`config.mk`:
```
export PLATFORM = sky130hd
export DESIGN_NAME = cpu_mem_sequencer
export DESIGN_NICKNAME = d
export VERILOG_FILES = /design/src/rtl/cpu_mem_sequencer.sv
export SDC_FILE = /design/constraint.sdc
export NUM_CORES = 1
export LEC_CHECK = 0
export CORE_AREA = 5 5 162 164
export CTS_CLUSTER_DIAMETER = 50
export DETAILED_ROUTE_END_ITERATION = 8
export DIE_AREA = 0 0 167 169
export PLACE_DENSITY_LB_ADDON = 0.08
export SYNTH_ARGS = -nofsm -noshare
export SYNTH_HDL_FRONTEND = slang
export SYNTH_SLANG_ARGS = --single-unit
```
`constraint.sdc`:
```
create_clock -name clk -period 6.82 [get_ports clk]
set_input_delay 0.682 -clock clk [delete_from_list [all_inputs] [get_ports clk]]
set_output_delay 0.682 -clock clk [all_outputs]
set_load 0.05 [all_outputs]
```
`src/rtl/cpu_mem_sequencer.sv`:
```
// Host-side sequencer for the 5-stage CPU: boots instruction and data memory,
// runs the core for a fixed cycle budget, then streams data memory back.
module cpu_mem_sequencer #(
  parameter int IMEM_WORDS = 128,
  parameter int DMEM_WORDS = 32,
  parameter int RUN_CYCLES = 1024,
  parameter int CNT_W      = 16
) (
  input  logic        clk,
  input  logic        arst,
  input  logic        start,
  input  logic        host_valid,
  input  logic [63:0] host_data,
  output logic        host_ready,
  output logic [63:0] addr_ext,
  output logic        wen_ext,
  output logic        ren_ext,
  output logic [31:0] wdata_ext,
  output logic [63:0] addr_ext_2,
  output logic        wen_ext_2,
  output logic        ren_ext_2,
  output logic [63:0] wdata_ext_2,
  input  logic [63:0] rdata_ext_2,
  output logic        cpu_enable,
  output logic        res_valid,
  output logic [63:0] res_data,
  input  logic        res_ready,
  output logic        busy,
  output logic        done
);

  typedef enum logic [2:0] {
    IDLE, LOAD_I, LOAD_D, RUN, RD_REQ, RD_WAIT, RESULT, DONE
  } state_t;

  localparam logic [CNT_W-1:0] I_LAST = CNT_W'(IMEM_WORDS - 1);
  localparam logic [CNT_W-1:0] D_LAST = CNT_W'(DMEM_WORDS - 1);
  localparam logic [CNT_W-1:0] R_LAST = CNT_W'(RUN_CYCLES - 1);

  state_t           state;
  logic [CNT_W-1:0] wcnt;
  logic [CNT_W-1:0] ccnt;

  // NOTE: sequential state uses non-blocking assignments so every register
  // samples pre-edge values regardless of statement order.
  always_ff @(posedge clk or posedge arst) begin
    if (arst) begin
      state    <= IDLE;
      wcnt     <= '0;
      ccnt     <= '0;
      res_data <= '0;
    end else begin
      case (state)
        IDLE, DONE: begin
          if (start) begin
            state <= LOAD_I;
            wcnt  <= '0;
          end
        end
        LOAD_I: begin
          if (host_valid) begin
            if (wcnt == I_LAST) begin
              state <= LOAD_D;
              wcnt  <= '0;
            end else begin
              wcnt <= wcnt + 1'b1;
            end
          end
        end
        LOAD_D: begin
          if (host_valid) begin
            if (wcnt == D_LAST) begin
              state <= RUN;
              ccnt  <= '0;
            end else begin
              wcnt <= wcnt + 1'b1;
            end
          end
        end
        RUN: begin
          ccnt <= ccnt + 1'b1;
          if (ccnt == R_LAST) begin
            state <= RD_REQ;
            wcnt  <= '0;
          end
        end
        RD_REQ: state <= RD_WAIT;
        RD_WAIT: begin
          // Memory returns the word one cycle after the request.
          res_data <= rdata_ext_2;
          state    <= RESULT;
        end
        RESULT: begin
          if (res_ready) begin
            wcnt  <= wcnt + 1'b1;
            state <= (wcnt == D_LAST) ? DONE : RD_REQ;
          end
        end
        default: state <= IDLE;
      endcase
    end
  end

  assign ren_ext = 1'b0;

  // Memory ports decode straight from state so an async reset silences them
  // (and cpu_enable) in the same cycle.
  always_comb begin
    // NOTE: every output gets a default first so no path infers a latch.
    host_ready  = 1'b0;
    addr_ext    = '0;
    wen_ext     = 1'b0;
    wdata_ext   = '0;
    addr_ext_2  = '0;
    wen_ext_2   = 1'b0;
    ren_ext_2   = 1'b0;
    wdata_ext_2 = '0;
    cpu_enable  = 1'b0;
    res_valid   = 1'b0;
    busy        = 1'b1;
    done        = 1'b0;
    case (state)
      IDLE: busy = 1'b0;
      LOAD_I: begin
        host_ready = 1'b1;
        addr_ext   = 64'(wcnt) << 2;
        wdata_ext  = host_data[31:0];
        wen_ext    = host_valid;
      end
      LOAD_D: begin
        host_ready  = 1'b1;
        addr_ext_2  = 64'(wcnt) << 3;
        wdata_ext_2 = host_data;
        wen_ext_2   = host_valid;
      end
      RUN: cpu_enable = 1'b1;
      RD_REQ: begin
        ren_ext_2  = 1'b1;
        addr_ext_2 = 64'(wcnt) << 3;
      end
      RESULT: res_valid = 1'b1;
      DONE: begin
        busy = 1'b0;
        done = 1'b1;
      end
      default: ;
    endcase
  end

endmodule
```
## After elaboration in Yosys (flattened, before gate mapping)

Cells that the tools add are included.

| cells by class | value |
|---|---|
| reductions and logical operators | 9 |
| mux-type cells | 32 |
| eq/ne operators | 18 |
| $add $sub $neg | 2 |

Operators by type and width:

| operator | number |
|---|---|
| 16-bit two-way mux | 9 |
| 16-bit case mux with 5 select lines | 1 |
| 64-bit two-way mux | 1 |
| 16-bit by 1-bit adder with 16-bit output (second input constant) | 2 |
| 32-bit two-way mux | 1 |
| 16-bit case mux with 2 select lines | 1 |
| 3-bit two-way mux | 7 |
| 3-bit case mux with 7 select lines | 1 |
| 19-bit two-way mux | 1 |
| 18-bit two-way mux | 1 |
| 16-bit by 10-bit == test with 1-bit output (second input constant) | 1 |
| 16-bit by 5-bit == test with 1-bit output (second input constant) | 1 |
| 16-bit by 7-bit == test with 1-bit output (second input constant) | 1 |
| 2-bit inequality test (second input constant) | 7 |
| 7-bit AND reduction | 2 |
| 3-bit == test (second input constant) | 4 |
| 1-bit two-way mux | 8 |
| 3-bit by 2-bit == test with 1-bit output (second input constant) | 2 |
| 2-bit OR reduction | 3 |
| 5-bit nonzero test | 1 |
| 3-bit by 1-bit == test with 1-bit output (second input constant) | 1 |
| 3-bit logical NOT | 1 |
| 3-bit AND reduction | 1 |
| 2-bit two-way mux | 1 |
| 2 further kinds | 2 |

| storage, ports and cells | value |
|---|---|
| flip-flop bits (word level) | 99 |
| output and inout bits | 297 |
| input bits | 133 |
| logic and storage cells | 65 |

## Logic depth before layout (Yosys ltp)

Gate-level depths: netlist of run 1.

| logic depth | value |
|---|---|
| depth after elaboration | 4 |
| gate-level depth with buffers | 8 |

## Worst setup path after synthesis of run 1

No wires, ideal clock.

| path | value |
|---|---|
| path type | reg2out |
| from | register state[2] |
| to | output wen_ext_2 |
| data arrival time | 1.822 ns |
| path slack | 4.316 ns |
| stages on the path, launching flop included | 4 |
| buffers on the path | 2 |
| data required time | 6.138 ns |
| path through | dfrtp_1 -> clkbuf_1 -> clkbuf_1 -> nor3_1 |

| on the way | value |
|---|---|
| cells in the longest elaborated chain, start to end | 2 |

RTL lines:

| element | line | text |
|---|---|---|
| start: declaration | 40 | `state_t state;` |
| start signal: assignment | 96 | `state <= (wcnt == D_LAST) ? DONE : RD_REQ;` |
| 3-bit by 2-bit == test with 1-bit output | 122 | `case (state)` |
| 1-bit two-way mux | 122 |  |
| end: declaration | 20 | `output logic wen_ext_2,` |

Every way passes these cells.

## Final worst setup path of run 1

| path | value |
|---|---|
| from | register state[2] |
| to | output addr_ext_2[6] |

| on the way | value |
|---|---|
| cells in the longest elaborated chain, start to end | 3 |

RTL lines:

| element | line | text |
|---|---|---|
| 3-bit by 2-bit == test with 1-bit output or 3-bit == test (tied branches) | 122 |  |
| 2-bit OR reduction (no source line) * | -- |  |
| 19-bit two-way mux * | 122 |  |
| end: declaration | 19 | `output logic [63:0] addr_ext_2,` |

Mark *: on every way between the ends. The rest lies on a longest branch, timed or not.

==> key figures, run 1 <==
Outcome
  • Run status: finished, final reports clean

Global routing
  • First-pass GRT wire length: 34.3 mm
  • Initial antenna violation count: 0
  • Pin count of the biggest net entering global routing: 67
  • Vias in the first global route: 5,336
  • Total global-route track usage: 15.8%
  • GR Overflow Total: 0

Synthesis
  • Ys Warns: 0
  • Register area share after synthesis: 39.7%
  • Number of synthesized flops with an enable pin: 0
  • Area share of the largest cell type after synthesis: 39.7%
  • Distinct cells, synth: 58
  • Area leader, netlist: dfrtp_1
  • Avg Inst Size Synth: 9.80 um^2
  • Main area contributors after synthesis: dfrtp_1 40%, and2_1 13%, mux2_2 12%, buf_4 12%, nor2_1 2.0%
  • Post-synthesis register bit count: 99
  • Top FF cell, synth: dfrtp_1
  • Mapped Area: 6230 um^2
  • Synthesized instance count: 636
  • Post-synth ARST share: 100%
  • Most frequent cells after synthesis: 125 x and2_1, 99 x dfrtp_1, 97 x buf_4, 65 x mux2_2, 33 x nor2_1
  • Most numerous cell in the Yosys netlist: and2_1

Layout
  • Final nets: 1,080
  • Diode count: 0
  • Share of cells above drive strength 1: 10.1%
  • Filler cells: 2,482
  • Synth-to-Final Area Change: 56.4%

Setup path
  • Slowest-stage cell, CP: a21oi_1
  • CP Depth: 4
  • R2r setup slk: 3.81 ns
  • Delay of the slowest critical-path stage: 0.86 ns
  • Req. time, crit path: 6.14 ns
  • Startpoint types: flip-flop
  • CP top delay family: compound AO/OA/AOI/OAI gates
  • Crit path cell chain: nand2b_1 -> a21oi_1 -> and2_1 -> clkdlybuf4s50_1
  • Worst endpoint data arrival time: 3.34 ns
  • Crit. End Element: output port
  • Worst R2R Path Depth: 5
  • Kind of critical path: reg2out
  • Buffers and inverters on the worst path: 1
  • Max Fanout on Critical Path: 19

Pwr
  • Comb pwr share: 67.2%
  • Pleak: 0.00397 uW
  • Internal power: 2100 uW
  • Maximum vdd drop: 0.266 mV
  • Seq pwr share: 21.8%
  • Switching share of power: 53.1%
  • Sw power: 2380 uW
  • Part of the power in the clock network: 11.1%
  • P per Cell Area: 460 nW/um^2

Clocking
  • Clock buffer depth: 2
  • Clock Tree Root: clkbuf_16
  • Hold buffers post-CTS: 0
  • Worst skew pair latency: 0.35 ns
  • H-tree depth: 3
  • Post-CTS resize count: 0
  • CTS tree: yes
  • Clock slew at the register clock pins of the worst setup and hold paths: 0.07 ns
  • Clk sinks: 99
  • CTS buffer count: 9
  • Setup bufs post-CTS: 0

Routing
  • WL final: 23.7 mm
  • Drc violations: 0
  • WL per Instance: 18.5 um
  • DR vias: 5,397
  • Starting DRT DRC Count: 355
  • DR vias/cell: 4.22
  • Antenna viol nets, final: 0
  • Drt first pass iters: 4

Floorplan
  • DIE AREA: 28,200 um^2
  • Die height: 169 um
  • Core Box Area: 24,700 um^2
  • Top Ports: 430
  • Die width: 167 um
  • Row cnt: 58
  • Starting Density: 25.2%

STA
  • Worst Clk Skew: 0.00759 ns
  • Worst slew pin tran: 1.12 ns
  • Final period util: 59.0%
  • Unrepaired setup endpoints after global routing: false
  • Final Slew Violations: 0
  • Max Fclk: 249 MHz
  • WHS: 0.484 ns
  • Max-Slew Margin vs Limit: 25.4%
  • # setup viols final: 0
  • Setup tns final: 0 ns
  • Final hold vios: 0
  • Minimum clock period: 4.02 ns

Placement
  • DP Wirelength: 18.9 mm
  • Port Buffers: 332
  • GPL Wtd Cong: 0.769

Run
  • Max-cap violations: 0

Hold path
  • Hold Crit Depth: 1
  • Hold Path Class: reg2reg
## metal layers
metal	up-vias	part of all wire, %	track usage, %
met5	-	0	0
met4	0	1.3	3.77
met3	11	8.6	4.60
met2	267	51	28.5
met1	2530	39	18.5
li1	2589	-	-
## worst reg2reg max path, delay by kind of cell (launching register included)
family,cells,cell delay [ns]
AOI/OAI and AO/OA,1,0.22
DFF,1,0.54
and+or+nand+nor,4,2.15
## stage by stage
step           area, um^2  total power, uW  worst slack [ns]  utilization [%]  cells
3_3_place_gp         9470             4030              3.13             38.3   1264
5_1_grt              9750             4710              2.46             39.4   1280
2_1_floorplan        6590             3100              3.55                -    732
3_5_place_dp         9470             4030              3.09             38.3   1264
4_1_cts              9750             4540              2.70             39.4   1280
6_report             9750             4480              2.80             39.4   1280
## layout make-up
cell class | count | area, um^2 | share of cell area (%)
clock buffer | 10 | 229 | 2.35
clock inverter | 6 | 47.5 | 0.488
inverter | 8 | 32.5 | 0.334
sequential | 99 | 2480 | 25.4
tap | 330 | 413 | 4.23
timing repair buffer | 335 | 3350 | 34.3
multi-input combinational | 492 | 3210 | 32.9
## placed cells by master (no fill, tap or decap), types with 5 or more instances in the layout
cell and n:
clkdlybuf4s50_1 332, and2_1 125, dfrtp_1 99, conb_1 97
mux2_2 65, nor2_1 31, nand2_1 18, o21ai_1 14
a22o_1 14, nor3_1 14, nand3_1 13, nand4_1 9
o31ai_1 9, o211ai_1 9, clkbuf_16 9, inv_1 6
a211oi_1 6, or2_1 5
## path summary, 6_finish.rpt
kind	endpoint	from
max	addr_ext_2[6]	state[2]
min	ccnt[15]	ccnt[15]
max reg2reg	wcnt[15]	state[0]
min reg2reg	ccnt[15]	ccnt[15]
max in group asynchronous	res_data[28]	arst
min in group asynchronous	res_data[55]	arst
## cell families after synthesis
kind of cell	Yosys count	synth area share (%)
AO/OA/AOI/OAI	72	8.69
XOR/XNOR	6	0.843
adder cells (fa/ha/maj)	2	0.401
buffers and inverters	141	14.8
flip-flops	99	39.7
multiplexers	67	12.3
other	1	0.0602
AND/OR/NAND/NOR	248	23.2
## state kept, by name, indices dropped and copies added (netlist names)
register	cells
state	3
wcnt	16
ccnt	16
res_data	64
## power groups by stage
| stage | sequential (uW) | clock, uW | combinational (uW) |
|---|---|---|---|
| 2_1_floorplan | 1640 | 0 | 1460 |
| 3_3_place_gp | 982 | 0 | 3040 |
| 3_5_place_dp | 989 | 0 | 3040 |
| 4_1_cts | 977 | 520 | 3050 |
| 5_1_grt | 1010 | 541 | 3160 |
| 6_report | 976 | 497 | 3010 |
(Power assumes the default switching activity.)
==> run 2: changes to the inputs <==
--- a/config.mk
+++ b/config.mk
@@ -5,10 +5,10 @@
 export SDC_FILE = /design/constraint.sdc
 export NUM_CORES = 1
 export LEC_CHECK = 0
-export CORE_AREA = 5 5 162 164
+export CORE_AREA = 5 5 166 168
 export CTS_CLUSTER_DIAMETER = 50
 export DETAILED_ROUTE_END_ITERATION = 8
-export DIE_AREA = 0 0 167 169
+export DIE_AREA = 0 0 171 173
 export PLACE_DENSITY_LB_ADDON = 0.08
 export SYNTH_ARGS = -nofsm -noshare
 export SYNTH_HDL_FRONTEND = slang
==> constraint.sdc (replaced) <==
create_clock -name clk -period 3.6 [get_ports clk]
set_input_delay 0.36 -clock clk [delete_from_list [all_inputs] [get_ports clk]]
set_output_delay 0.36 -clock clk [all_outputs]
set_load 0.05 [all_outputs]
==> key figures, run 2 (same netlist as run 1, synthesis figures left out) <==
Setup path
  • Worst endpoint data arrival time: 2.81 ns
  • Crit path cell chain: or2b_1 -> a21oi_1 -> and2_1 -> buf_4
  • CP top delay family: compound AO/OA/AOI/OAI gates
  • Max Fanout on Critical Path: 19
  • Crit. End Element: output port
  • Req. time, crit path: 3.24 ns
  • Delay of the slowest critical-path stage: 0.92 ns
  • Slowest-stage cell, CP: a21oi_1
  • R2r setup slk: 1.00 ns
  • Buffers and inverters on the worst path: 1
  • Kind of critical path: reg2out
  • Startpoint types: flip-flop

Global routing
  • Initial antenna violation count: 1
  • Pin count of the biggest net entering global routing: 67
  • Total global-route track usage: 14.9%
  • GR Overflow Total: 0
  • First-pass GRT wire length: 34.1 mm
  • Vias in the first global route: 5,357

Pwr
  • Comb pwr share: 67.3%
  • Sw power: 4510 uW
  • Part of the power in the clock network: 11.2%
  • Switching share of power: 52.7%
  • Pleak: 0.00404 uW
  • P per Cell Area: 873 nW/um^2
  • Maximum vdd drop: 0.531 mV
  • Seq pwr share: 21.5%
  • Internal power: 4040 uW

Floorplan
  • Top Ports: 430
  • Die height: 173 um
  • Die width: 171 um
  • DIE AREA: 29,600 um^2
  • Starting Density: 24.2%
  • Core Box Area: 25,800 um^2
  • Row cnt: 59

STA
  • Max-Slew Margin vs Limit: 21.4%
  • Worst slew pin tran: 1.18 ns
  • Unrepaired setup endpoints after global routing: false
  • Final period util: 88.0%
  • Worst Clk Skew: 0.00602 ns
  • # setup viols final: 0
  • Setup tns final: 0 ns
  • Max Fclk: 316 MHz
  • WHS: 0.434 ns
  • Minimum clock period: 3.17 ns
  • Final Slew Violations: 0
  • Final hold vios: 0

Layout
  • Synth-to-Final Area Change: 57.1%
  • Share of cells above drive strength 1: 12.2%
  • Filler cells: 2,616
  • Diode count: 0
  • Most common cell after layout, fill and taps aside: clkdlybuf4s50_1
  • Largest regs: res_data (64), ccnt (16), wcnt (16)
  • Largest Register: res_data
  • Most frequent cells in the layout: 316 x clkdlybuf4s50_1, 125 x and2_1, 99 x dfrtp_1, 97 x conb_1, 65 x mux2_2
  • Final nets: 1,083
  • Final Util: 38.0%
  • Largest register FFs: 64

Clocking
  • Hold buffers post-CTS: 0
  • Clock buffer depth: 2
  • Worst skew pair latency: 0.34 ns
  • Clock Tree Root: clkbuf_16
  • Setup bufs post-CTS: 0
  • H-tree depth: 3
  • CTS tree: yes
  • Post-CTS resize count: 0
  • Clock slew at the register clock pins of the worst setup and hold paths: 0.07 ns
  • CTS buffer count: 9
  • Clk sinks: 99

Routing
  • Drt first pass iters: 5
  • Antenna viol nets, final: 0
  • Starting DRT DRC Count: 297
  • Drc violations: 0
  • WL per Instance: 18.4 um
  • DR vias/cell: 4.18
  • DR vias: 5,379
  • WL final: 23.7 mm

Placement
  • Port Buffers: 332
  • GPL Wtd Cong: 0.754
  • DP Wirelength: 19.1 mm

Outcome
  • Run status: finished, final reports clean

Hold path
  • Hold Path Class: in2async

Run
  • Max-cap violations: 0
==> run 2: routing by layer <==
| metal | GRT usage, % | vias to the layer above | share of wire [%] |
|---|---|---|---|
| li1 | - | 2598 | - |
| met1 | 17.8 | 2491 | 40 |
| met2 | 26.1 | 275 | 49 |
| met3 | 4.93 | 13 | 11 |
| met4 | 2.61 | 2 | 0.74 |
| met5 | 0 | - | 0.051 |
==> run 2: path summary, 6_finish.rpt <==
| path | start | endpoint | cells past startpoint |
|---|---|---|---|
| worst max-delay path | state[2] | addr_ext_2[7] | 4 |
| worst min-delay path | arst | res_data[9] | 2 |
| worst max register to register | ccnt[0] | wcnt[0] | 6 |
| worst min register to register | ccnt[15] | ccnt[15] | 1 |
| max in group asynchronous | arst | res_data[39] | 3 |
| min in group clk | ccnt[15] | ccnt[15] | 1 |
==> run 2: metrics by stage <==
stage | instance area (um^2) | instances | setup slack [ns] | power [uW]
after floorplan | 6590 | 732 | 0.650 | 5860
after global placement | 9500 | 1272 | 0.704 | 7690
after detailed placement | 9500 | 1272 | 0.730 | 7680
after CTS | 9790 | 1288 | 0.342 | 8670
after global routing | 9790 | 1288 | 0.171 | 8980
final | 9790 | 1288 | 0.433 | 8550
==> run 2: layout make-up <==
cell class / count / area [um^2] / area share [%]
clock buffer: 10 / 239 / 2.44
clock inverter: 6 / 55.1 / 0.562
inverter: 8 / 32.5 / 0.332
multi-input combinational: 492 / 3210 / 32.7
sequential: 99 / 2480 / 25.3
tap: 335 / 419 / 4.28
timing repair buffer: 338 / 3370 / 34.4
==> run 2: power groups by stage <==
stage	registers (uW)	clock network, uW	logic [uW]
2_1_floorplan	3100	0	2770
3_3_place_gp	1850	0	5830
3_5_place_dp	1870	0	5810
4_1_cts	1840	1010	5820
5_1_grt	1910	1040	6030
6_report	1840	955	5750
==> run 3: changes to the inputs <==
==> config.mk (replaced) <==
export PLATFORM = sky130hd
export DESIGN_NAME = cpu_mem_sequencer
export DESIGN_NICKNAME = d
export VERILOG_FILES = /design/src/rtl/cpu_mem_sequencer.sv
export SDC_FILE = /design/constraint.sdc
export NUM_CORES = 1
export LEC_CHECK = 0
export CORE_AREA = 5 5 163 165
export CTS_CLUSTER_DIAMETER = 50
export DETAILED_ROUTE_END_ITERATION = 8
export DIE_AREA = 0 0 168 170
export DONT_BUFFER_PORTS = 1
export PLACE_DENSITY = 0.46
export SYNTH_ARGS = -nofsm -noshare
export SYNTH_HDL_FRONTEND = slang
export SYNTH_SLANG_ARGS = --single-unit
==> key figures, run 3 (same netlist as run 1, synthesis figures left out) <==
Setup path
  • Crit path to: wdata_ext_2[42]
  • Reg2reg end: wcnt[15]
  • R2r setup slk: 1.02 ns
  • Worst Setup SP: state[0]
  • Worst R2R Path Depth: 5
  • Worst endpoint data arrival time: 2.75 ns
  • Reg2reg start: state[0]
  • Kind of critical path: reg2out
  • Max Fanout on Critical Path: 37
  • Startpoint types: flip-flop
  • Crit. End Element: output port
  • Req. time, crit path: 3.24 ns

Routing
  • Antenna viol nets, final: 0
  • DR vias/cell: 4.43
  • Drt first pass iters: 4
  • DR vias: 4,309
  • WL final: 21.3 mm
  • WL per Instance: 21.9 um
  • Drc violations: 0
  • Starting DRT DRC Count: 280

Pwr
  • Internal power: 2870 uW
  • Sw power: 4280 uW
  • Switching share of power: 59.8%
  • Pleak: 0.00278 uW
  • Power Total: 7150 uW
  • P per Cell Area: 1090 nW/um^2
  • Part of the power in the clock network: 12.9%
  • Maximum vdd drop: 0.418 mV
  • Comb pwr share: 41.7%
  • Seq pwr share: 45.5%

Clocking
  • Hold buffers post-CTS: 0
  • Post-CTS resize count: 0
  • Setup bufs post-CTS: 0
  • CTS tree: yes
  • Worst skew pair latency: 0.35 ns
  • Clk sinks: 99
  • H-tree depth: 3
  • Clock buffer depth: 2
  • CTS buffer count: 9
  • Clock Tree Root: clkbuf_16
  • Clock slew at the register clock pins of the worst setup and hold paths: 0.07 ns

Global routing
  • Pin count of the biggest net entering global routing: 65
  • First-pass GRT wire length: 29.8 mm
  • Vias in the first global route: 4,209
  • Total global-route track usage: 13.9%
  • GR Overflow Total: 0
  • Initial antenna violation count: 17

STA
  • Final Slew Violations: 0
  • Max Fclk: 321 MHz
  • Final hold vios: 5
  • Setup tns final: 0 ns
  • Fin worst setup slack: 0.487 ns
  • Unrepaired setup endpoints after global routing: false
  • Minimum clock period: 3.11 ns
  • Final period util: 86.5%
  • # setup viols final: 0
  • WHS: -0.0125 ns
  • Worst Clk Skew: 0.0125 ns
  • Max-Slew Margin vs Limit: 39.2%
  • Worst slew pin tran: 0.908 ns

Layout
  • Synth-to-Final Area Change: 4.84%
  • Largest regs: res_data (64), ccnt (16), wcnt (16)
  • Most frequent cells in the layout: 125 x and2_1, 99 x dfrtp_1, 97 x conb_1, 65 x mux2_2, 31 x nor2_1
  • Share of cells above drive strength 1: 16.9%
  • Most common cell after layout, fill and taps aside: and2_1
  • Largest register FFs: 64
  • Final nets: 757
  • Largest Register: res_data
  • Final Util: 26.3%

Outcome
  • Run status: finished with violations
  • Violated checks: hold timing

Placement
  • GPL Wtd Cong: 0.765
  • Port Buffers: 0
  • Dpl ws: 0.802 ns
  • DP Wirelength: 17.3 mm

Floorplan
  • Core Box Area: 24,900 um^2
  • Die width: 168 um
  • DIE AREA: 28,600 um^2
  • Top Ports: 430
  • Die height: 170 um
  • Row cnt: 58
  • Starting Density: 25.0%

Hold path
  • Hold Path Class: in2async

Run
  • Max-cap violations: 0
## run 3: changes by cell type in the layout (fill, tap and decap cells not counted), sizes merged
cell,change
clkinv,+1
inv,-1
buf,-10
clkinvlp,+1
clkbuf,-1
clkdlybuf4s50,-316
diode,+16
## run 3: worst max-delay path, cell delays in order, from the launching register on
cell	delay (ns)
dfrtp_1	0.53
nand2b_1	0.36
nor2_4	0.58
buf_4	0.36
and2_1	0.55
## run 3: per-stage QoR
step / cells / cell area, um^2
2_1_floorplan: 732 / 6590
4_1_cts: 957 / 6490
5_1_grt: 968 / 6520
3_3_place_gp: 941 / 6220
3_5_place_dp: 941 / 6220
6_report: 973 / 6540
## run 3: cell type report
class,count,area [um^2]
diodes,16,40.0
well taps,330,413
fillers,2649,18400
flip-flops and latches,99,2480
multi-input cells,492,3210
clock inverters,7,51.3
clock buffers,9,225
inverters,8,32.5
repair buffers,12,90.1
## run 3: worst min path at each step
stage / from / to / cells after the start
4_1_cts: arst / res_data[26] / 1
5_1_grt: arst / res_data[26] / 1
2_1_floorplan: ccnt[15] / ccnt[15] / 1
3_3_place_gp: arst / res_data[26] / 1
3_5_place_dp: arst / res_data[26] / 1
6_report: arst / res_data[26] / 1
## run 3: power groups by stage
stage / combinational [uW] / sequential (uW) / clock, uW
floorplan: 2770 / 3100 / 0
global placement: 3000 / 3300 / 0
detailed placement: 3030 / 3300 / 0
CTS: 3030 / 3270 / 965
global route: 3200 / 3330 / 1010
finish: 2980 / 3250 / 920
## run 3: routing by layer
metal | vias up | track usage [%] | share of wire [%]
met5 | - | 0 | 0.19
met4 | 6 | 4.34 | 1.8
met3 | 24 | 5.92 | 12
met2 | 281 | 23.7 | 49
met1 | 2043 | 15.9 | 36
li1 | 1955 | - | -
